<file path="config.mk">
export PLATFORM = sky130hd
export DESIGN_NAME = atconv_layer_mem_arbiter_flat
export DESIGN_NICKNAME = d
export VERILOG_FILES = /design/src/rtl/atconv_layer_mem_arbiter_if.sv /design/src/rtl/atconv_layer_mem_arbiter.sv /design/src/flat_wrapper.sv
export SDC_FILE = /design/constraint.sdc
export NUM_CORES = 1
export LEC_CHECK = 0
export ABC_AREA = 1
export CORE_MARGIN = 4
export CORE_UTILIZATION = 25
export DETAILED_ROUTE_END_ITERATION = 10
export RECOVER_POWER = 25
export SLEW_MARGIN = 20
export SYNTH_ARGS = -nofsm -noshare
export SYNTH_HDL_FRONTEND = slang
export SYNTH_SLANG_ARGS = --single-unit
</file>
<file path="constraint.sdc">
create_clock -name clk -period 3.1 [get_ports clk]
set_clock_uncertainty 0.15 [all_clocks]
set_input_delay 0.775 -clock clk [delete_from_list [all_inputs] [get_ports clk]]
set_output_delay 0.775 -clock clk [all_outputs]
set_load 0.1 [all_outputs]
</file>
<file path="src/rtl/atconv_layer_mem_arbiter_if.sv">
// One requester's view of the shared layer-memory port.
// The requester drives the master side, and the arbiter drives the slave side.
// Handshake: req with its qualifiers is held stable until gnt is seen high; the transfer
// completes on the rising edge where req & gnt. Read data arrives later as a one-cycle rvalid.
interface atconv_layer_mem_arbiter_if;
    logic        req;
    logic        lock;
    logic        we;
    logic        sel;
    logic [11:0] addr;
    logic [12:0] wdata;
    logic        gnt;
    logic [12:0] rdata;
    logic        rvalid;

    modport master (output req, lock, we, sel, addr, wdata, input gnt, rdata, rvalid);
    modport slave  (input req, lock, we, sel, addr, wdata, output gnt, rdata, rvalid);
endinterface

</file>
<file path="src/rtl/atconv_layer_mem_arbiter.sv">
// Two-way round-robin arbiter for the ATCONV layer memory. Bursts can be locked, and a cap limits them.
// Memory pins are registered. Read returns are tagged with their owner so that they reach the right requester.
module atconv_layer_mem_arbiter #(
    parameter int MAX_BURST = 16,
    parameter int RD_LAT    = 1
) (
    input  logic                          clk,
    input  logic                          reset,
    atconv_layer_mem_arbiter_if.slave     req0_bus,
    atconv_layer_mem_arbiter_if.slave     req1_bus,
    output logic                          cwr,
    output logic                          crd,
    output logic [11:0]                   caddr_wr,
    output logic [11:0]                   caddr_rd,
    output logic [12:0]                   cdata_wr,
    input  logic [12:0]                   cdata_rd,
    output logic                          csel,
    output logic                          busy,
    output logic [1:0]                    o_dbg_state
);
    localparam int CW = (MAX_BURST > 2) ? $clog2(MAX_BURST) : 1;
    localparam logic [CW-1:0] CNT_LAST = CW'(MAX_BURST - 1);

    typedef enum logic [1:0] {IDLE = 2'd0, OWN0 = 2'd1, OWN1 = 2'd2} state_t;

    state_t        r_state, w_state_nxt;
    logic          r_rr, w_rr_nxt;
    logic [CW-1:0] r_burst_cnt, w_burst_nxt;

    logic [1:0]  w_req, w_lock, w_we, w_sel, w_gnt, w_rvalid;
    logic [11:0] w_addr  [2];
    logic [12:0] w_wdata [2];
    logic        w_own, w_oth, w_xfer;

    assign w_req      = {req1_bus.req,  req0_bus.req};
    assign w_lock     = {req1_bus.lock, req0_bus.lock};
    assign w_we       = {req1_bus.we,   req0_bus.we};
    assign w_sel      = {req1_bus.sel,  req0_bus.sel};
    assign w_addr[0]  = req0_bus.addr;
    assign w_addr[1]  = req1_bus.addr;
    assign w_wdata[0] = req0_bus.wdata;
    assign w_wdata[1] = req1_bus.wdata;

    assign w_own    = (r_state == OWN1);
    assign w_oth    = ~w_own;
    assign w_gnt[0] = (r_state == OWN0) & w_req[0];
    assign w_gnt[1] = (r_state == OWN1) & w_req[1];
    assign w_xfer   = |w_gnt;

    assign req0_bus.gnt = w_gnt[0];
    assign req1_bus.gnt = w_gnt[1];
    assign o_dbg_state  = r_state;

    always_ff @(posedge clk or posedge reset) begin
        if (reset) begin
            r_state     <= IDLE;
            r_rr        <= 1'b0;
            r_burst_cnt <= '0;
        end else begin
            r_state     <= w_state_nxt;
            r_rr        <= w_rr_nxt;
            r_burst_cnt <= w_burst_nxt;
        end
    end

    // A lock holds the port only until the cap. After that the other side gets exactly one turn.
    always_comb begin
        w_state_nxt = r_state;
        w_rr_nxt    = r_rr;
        w_burst_nxt = r_burst_cnt;
        case (r_state)
            IDLE: begin
                if (w_req[0] && w_req[1])
                    w_state_nxt = r_rr ? OWN1 : OWN0;
                else if (w_req[0])
                    w_state_nxt = OWN0;
                else if (w_req[1])
                    w_state_nxt = OWN1;
            end
            OWN0, OWN1: begin
                if (!w_req[w_own]) begin
                    w_burst_nxt = '0;
                    w_rr_nxt    = w_oth;
                    w_state_nxt = w_req[w_oth] ? (w_oth ? OWN1 : OWN0) : IDLE;
                end else if (w_lock[w_own] && (r_burst_cnt < CNT_LAST)) begin
                    w_burst_nxt = r_burst_cnt + 1'b1;
                end else begin
                    w_burst_nxt = '0;
                    if (w_req[w_oth]) begin
                        w_state_nxt = w_oth ? OWN1 : OWN0;
                        w_rr_nxt    = w_oth;
                    end
                end
            end
            default: w_state_nxt = IDLE;
        endcase
    end

    logic          r_cwr, r_crd, r_csel;
    logic [11:0]   r_caddr_wr, r_caddr_rd;
    logic [12:0]   r_cdata_wr;
    logic [RD_LAT:0] r_pv, r_po;

    always_ff @(posedge clk or posedge reset) begin
        if (reset) begin
            r_cwr      <= 1'b0;
            r_crd      <= 1'b0;
            r_csel     <= 1'b0;
            r_caddr_wr <= '0;
            r_caddr_rd <= '0;
            r_cdata_wr <= '0;
            r_pv       <= '0;
            r_po       <= '0;
        end else begin
            r_cwr <= w_xfer & w_we[w_own];
            r_crd <= w_xfer & ~w_we[w_own];
            if (w_xfer) begin
                r_csel <= w_sel[w_own];
                if (w_we[w_own]) begin
                    r_caddr_wr <= w_addr[w_own];
                    r_cdata_wr <= w_wdata[w_own];
                end else begin
                    r_caddr_rd <= w_addr[w_own];
                end
            end
            // Owner tag travels alongside the read so the return lands on the issuing side.
            r_pv[0] <= w_xfer & ~w_we[w_own];
            r_po[0] <= w_own;
            for (int k = 1; k <= RD_LAT; k++) begin
                r_pv[k] <= r_pv[k-1];
                r_po[k] <= r_po[k-1];
            end
        end
    end

    assign cwr      = r_cwr;
    assign crd      = r_crd;
    assign csel     = r_csel;
    assign caddr_wr = r_caddr_wr;
    assign caddr_rd = r_caddr_rd;
    assign cdata_wr = r_cdata_wr;

    assign w_rvalid[0]     = r_pv[RD_LAT] & ~r_po[RD_LAT];
    assign w_rvalid[1]     = r_pv[RD_LAT] &  r_po[RD_LAT];
    assign req0_bus.rvalid = w_rvalid[0];
    assign req1_bus.rvalid = w_rvalid[1];
    assign req0_bus.rdata  = w_rvalid[0] ? cdata_rd : '0;
    assign req1_bus.rdata  = w_rvalid[1] ? cdata_rd : '0;

    assign busy = (r_state != IDLE) | (|r_pv);
endmodule

</file>
<file path="src/flat_wrapper.sv">
// flat-port wrapper written by rule: the top's interface ports become plain ports
module atconv_layer_mem_arbiter_flat 
#(
    parameter int MAX_BURST = 16,
    parameter int RD_LAT    = 1
)
  (clk, reset, cwr, crd, caddr_wr, caddr_rd, cdata_wr, cdata_rd, csel, busy, o_dbg_state, req0_bus_req, req0_bus_lock, req0_bus_we, req0_bus_sel, req0_bus_addr, req0_bus_wdata, req0_bus_gnt, req0_bus_rdata, req0_bus_rvalid, req1_bus_req, req1_bus_lock, req1_bus_we, req1_bus_sel, req1_bus_addr, req1_bus_wdata, req1_bus_gnt, req1_bus_rdata, req1_bus_rvalid);
  atconv_layer_mem_arbiter_if req0_bus_i ();
  atconv_layer_mem_arbiter_if req1_bus_i ();
  input  logic clk;
  input  logic reset;
  output logic cwr;
  output logic crd;
  output logic [11:0] caddr_wr;
  output logic [11:0] caddr_rd;
  output logic [12:0] cdata_wr;
  input  logic [12:0] cdata_rd;
  output logic csel;
  output logic busy;
  output logic [1:0] o_dbg_state;
  input wire logic [$bits(req0_bus_i.req)-1:0] req0_bus_req;
  input wire logic [$bits(req0_bus_i.lock)-1:0] req0_bus_lock;
  input wire logic [$bits(req0_bus_i.we)-1:0] req0_bus_we;
  input wire logic [$bits(req0_bus_i.sel)-1:0] req0_bus_sel;
  input wire logic [$bits(req0_bus_i.addr)-1:0] req0_bus_addr;
  input wire logic [$bits(req0_bus_i.wdata)-1:0] req0_bus_wdata;
  output wire logic [$bits(req0_bus_i.gnt)-1:0] req0_bus_gnt;
  output wire logic [$bits(req0_bus_i.rdata)-1:0] req0_bus_rdata;
  output wire logic [$bits(req0_bus_i.rvalid)-1:0] req0_bus_rvalid;
  input wire logic [$bits(req1_bus_i.req)-1:0] req1_bus_req;
  input wire logic [$bits(req1_bus_i.lock)-1:0] req1_bus_lock;
  input wire logic [$bits(req1_bus_i.we)-1:0] req1_bus_we;
  input wire logic [$bits(req1_bus_i.sel)-1:0] req1_bus_sel;
  input wire logic [$bits(req1_bus_i.addr)-1:0] req1_bus_addr;
  input wire logic [$bits(req1_bus_i.wdata)-1:0] req1_bus_wdata;
  output wire logic [$bits(req1_bus_i.gnt)-1:0] req1_bus_gnt;
  output wire logic [$bits(req1_bus_i.rdata)-1:0] req1_bus_rdata;
  output wire logic [$bits(req1_bus_i.rvalid)-1:0] req1_bus_rvalid;
  assign req0_bus_i.req = req0_bus_req;
  assign req0_bus_i.lock = req0_bus_lock;
  assign req0_bus_i.we = req0_bus_we;
  assign req0_bus_i.sel = req0_bus_sel;
  assign req0_bus_i.addr = req0_bus_addr;
  assign req0_bus_i.wdata = req0_bus_wdata;
  assign req0_bus_gnt = req0_bus_i.gnt;
  assign req0_bus_rdata = req0_bus_i.rdata;
  assign req0_bus_rvalid = req0_bus_i.rvalid;
  assign req1_bus_i.req = req1_bus_req;
  assign req1_bus_i.lock = req1_bus_lock;
  assign req1_bus_i.we = req1_bus_we;
  assign req1_bus_i.sel = req1_bus_sel;
  assign req1_bus_i.addr = req1_bus_addr;
  assign req1_bus_i.wdata = req1_bus_wdata;
  assign req1_bus_gnt = req1_bus_i.gnt;
  assign req1_bus_rdata = req1_bus_i.rdata;
  assign req1_bus_rvalid = req1_bus_i.rvalid;
  atconv_layer_mem_arbiter #(.MAX_BURST(MAX_BURST), .RD_LAT(RD_LAT)) u_core (.clk(clk), .reset(reset), .req0_bus(req0_bus_i), .req1_bus(req1_bus_i), .cwr(cwr), .crd(crd), .caddr_wr(caddr_wr), .caddr_rd(caddr_rd), .cdata_wr(cdata_wr), .cdata_rd(cdata_rd), .csel(csel), .busy(busy), .o_dbg_state(o_dbg_state));
endmodule
</file>
==> impl_metrics.json <==
{
  "status": "finished clean",
  "grt_usage": 0.132,
  "setup_viol": 0,
  "drive_above_1_share": 0.238,
  "layout_commonest_cell": "nand2_1",
  "routed_wl_um": 8450,
  "grt_max_degree": 52,
  "met2_usage": 0.221,
  "num_antenna_cells": 0,
  "ios": 146,
  "postRouteAntennaNets": 0,
  "drc_errors": 0,
  "seq_area_frac_synth": 0.452,
  "dp_slack_ns": 0.397,
  "worstPathArrival_ns": 1.78,
  "start_util": 0.255,
  "crit_path_end_kind": "output pin",
  "dr_total_vias": 2735,
  "grt-ovfl-total": 0,
  "yosysWarnings": 0,
  "synthDistinctLibCells": 19,
  "grt_pass1_wl_um": 13700,
  "rows": 38,
  "wire_per_inst_um": 12.8,
  "grt_pass1_vias": 2662,
  "hold_buffers": 0,
  "startpoint_type": "flip-flop",
  "clkLatencyLatePin_ns": 0.29,
  "cts_sinks": 50,
  "max_freq_ghz": 0.370,
  "gp_congestion": 0.874,
  "cp_num_buf_inv": 4,
  "syn_avg_cell_area_um2": 7.25,
  "cts_made_buffers": 5,
  "area_growth_pct": 69.0,
  "floorplan.die_area_mm2": 0.0128,
  "final_cell_mix": "nand2_1, clkdlybuf4s50_1, inv_1",
  "worstMarginPinSlew_ns": 0.912,
  "drtIter0Drc": 115,
  "syn-num-nets": 461,
  "required_ns": 2.17,
  "hold_class": "flip-flop to flip-flop",
  "grtUsageMet1": 0.177,
  "cts.path.max_buffers": 2,
  "crit_path_max_incr_delay_ns": 0.44,
  "nFillCells": 1088,
  "syn_area_mm2": 0.00277,
  "period_share": 0.872,
  "grt-busiest-layer": "met2",
  "worstSetupPathType": "flip-flop to output pin",
  "coreArea_mm2": 0.0108,
  "crit_path_top_delay_cell": "dfrtp_1",
  "viasPerCell": 4.13,
  "path_delay_family": "buffers and inverters",
  "use_met3": 0.0257,
  "dpl.hpwl_um": 6670,
  "root_buffer": "clkbuf_8",
  "max_cap_viol_count": 0,
  "cts-resized-gates": 0,
  "setup_ws_ns": 0.398,
  "cts_tree": "done",
  "dr.pass1.iters": 4,
  "hold_viol_final": 0,
  "postCtsSetupRepairBufs": 0,
  "die_y_um": 113,
  "final_core_util": 0.431,
  "netlist_instances": 382,
  "portBuffers": 145,
  "nets": 601,
  "path_clk_slew_ns": 0.09,
  "die_width_um": 113,
  "slew_headroom": 0.391,
  "slew_violations": 0,
  "rsz0062_at_grt": "false",
  "critPathMaxFanout": 7,
  "ys_ff_latch": 50,
  "crit_chain": "inv_1 -> nor2_4 -> inv_1 -> buf_4 -> nor2_4 -> buf_12",
  "antenna_found_initial": 0,
  "finalSetupTns_ns": 0,
  "cts_htree_levels": 2,
  "min_period_ns": 2.70
}
-- registers in the layout, indices dropped and copies added, names as in the netlist --
signal	cells
u_core.r_pv	2
u_core.r_po	2
u_core.caddr_rd	12
u_core.r_burst_cnt	4
u_core.cwr	1
u_core.csel	1
u_core.o_dbg_state	2
u_core.r_rr	1
u_core.caddr_wr	12
u_core.cdata_wr	13
-- area by class of cell --
type / count / area (µm²) / share of cell area
Sequential cell: 50 / 1250 / 0.268
Clock inverter: 2 / 38.8 / 0.00829
Inverter: 67 / 251 / 0.0538
Tap cell: 140 / 175 / 0.0375
Clock buffer: 5 / 68.8 / 0.0147
Timing Repair Buffer: 150 / 1650 / 0.354
Multi-Input combinational cell: 248 / 1240 / 0.265
-- per-stage QoR --
step | hold slack [ns] | cell area (µm²) | cells
finish | 0.204 | 4680 | 662
global route | 0.216 | 4680 | 662
detailed placement | 0.185 | 4580 | 655
CTS | 0.207 | 4690 | 662
global placement | 0.183 | 4580 | 655
floorplan | 0.181 | 2860 | 382
-- synthesized netlist by cell type, drive strengths merged --
library cell | instances | share of area
ha | 6 | 0.027
inv | 67 | 0.091
xor2 | 1 | 0.0032
and2 | 1 | 0.0032
dfrtp | 50 | 0.45
nand3 | 8 | 0.014
a31oi | 1 | 0.0023
nor2 | 32 | 0.043
buf | 15 | 0.040
a21oi | 6 | 0.015
clkbuf | 2 | 0.0027
nand2 | 154 | 0.22
o21ai | 39 | 0.088
-- routing by layer --
layer  wire (µm)  share of wire  vias up
met5           0              0        -
met4          93          0.011        0
met3         465          0.055        8
met2        3910           0.46       99
met1        3980           0.47     1225
li1            -              -     1403
-- path summary, 6_finish.rpt --
path | start | endpoint | slack (ns) | cells past startpoint
max in group asynchronous | reset | u_core.cdata_wr[0]$_DFFE_PP0P_ | 0.62 | 3
min | u_core.r_po[0]$_DFF_PP0_ | u_core.r_po[1]$_DFF_PP0_ | 0.20 | 0
max reg2reg | u_core.o_dbg_state[0]$_DFFE_PP0P_ | u_core.cdata_wr[11]$_DFFE_PP0P_ | 0.95 | 7
min reg2reg | u_core.r_po[0]$_DFF_PP0_ | u_core.r_po[1]$_DFF_PP0_ | 0.20 | 0
min in group asynchronous | reset | u_core.o_dbg_state[1]$_DFFE_PP0P_ | 0.96 | 2
max | u_core.r_pv[1]$_DFF_PP0_ | req0_bus_rdata[9] | 0.40 | 6
-- cell families after synthesis --
logic type / count (synthesis) / share of synthesized area
buf+inv: 84 / 0.133
flops: 50 / 0.452
compound gates: 46 / 0.105
xor+xnor: 1 / 0.00317
fa+ha+maj: 6 / 0.0271
simple gates: 195 / 0.279
Power is not shown: default switching activity piles up to over one toggle a cycle in this logic, so the estimate is an artifact.
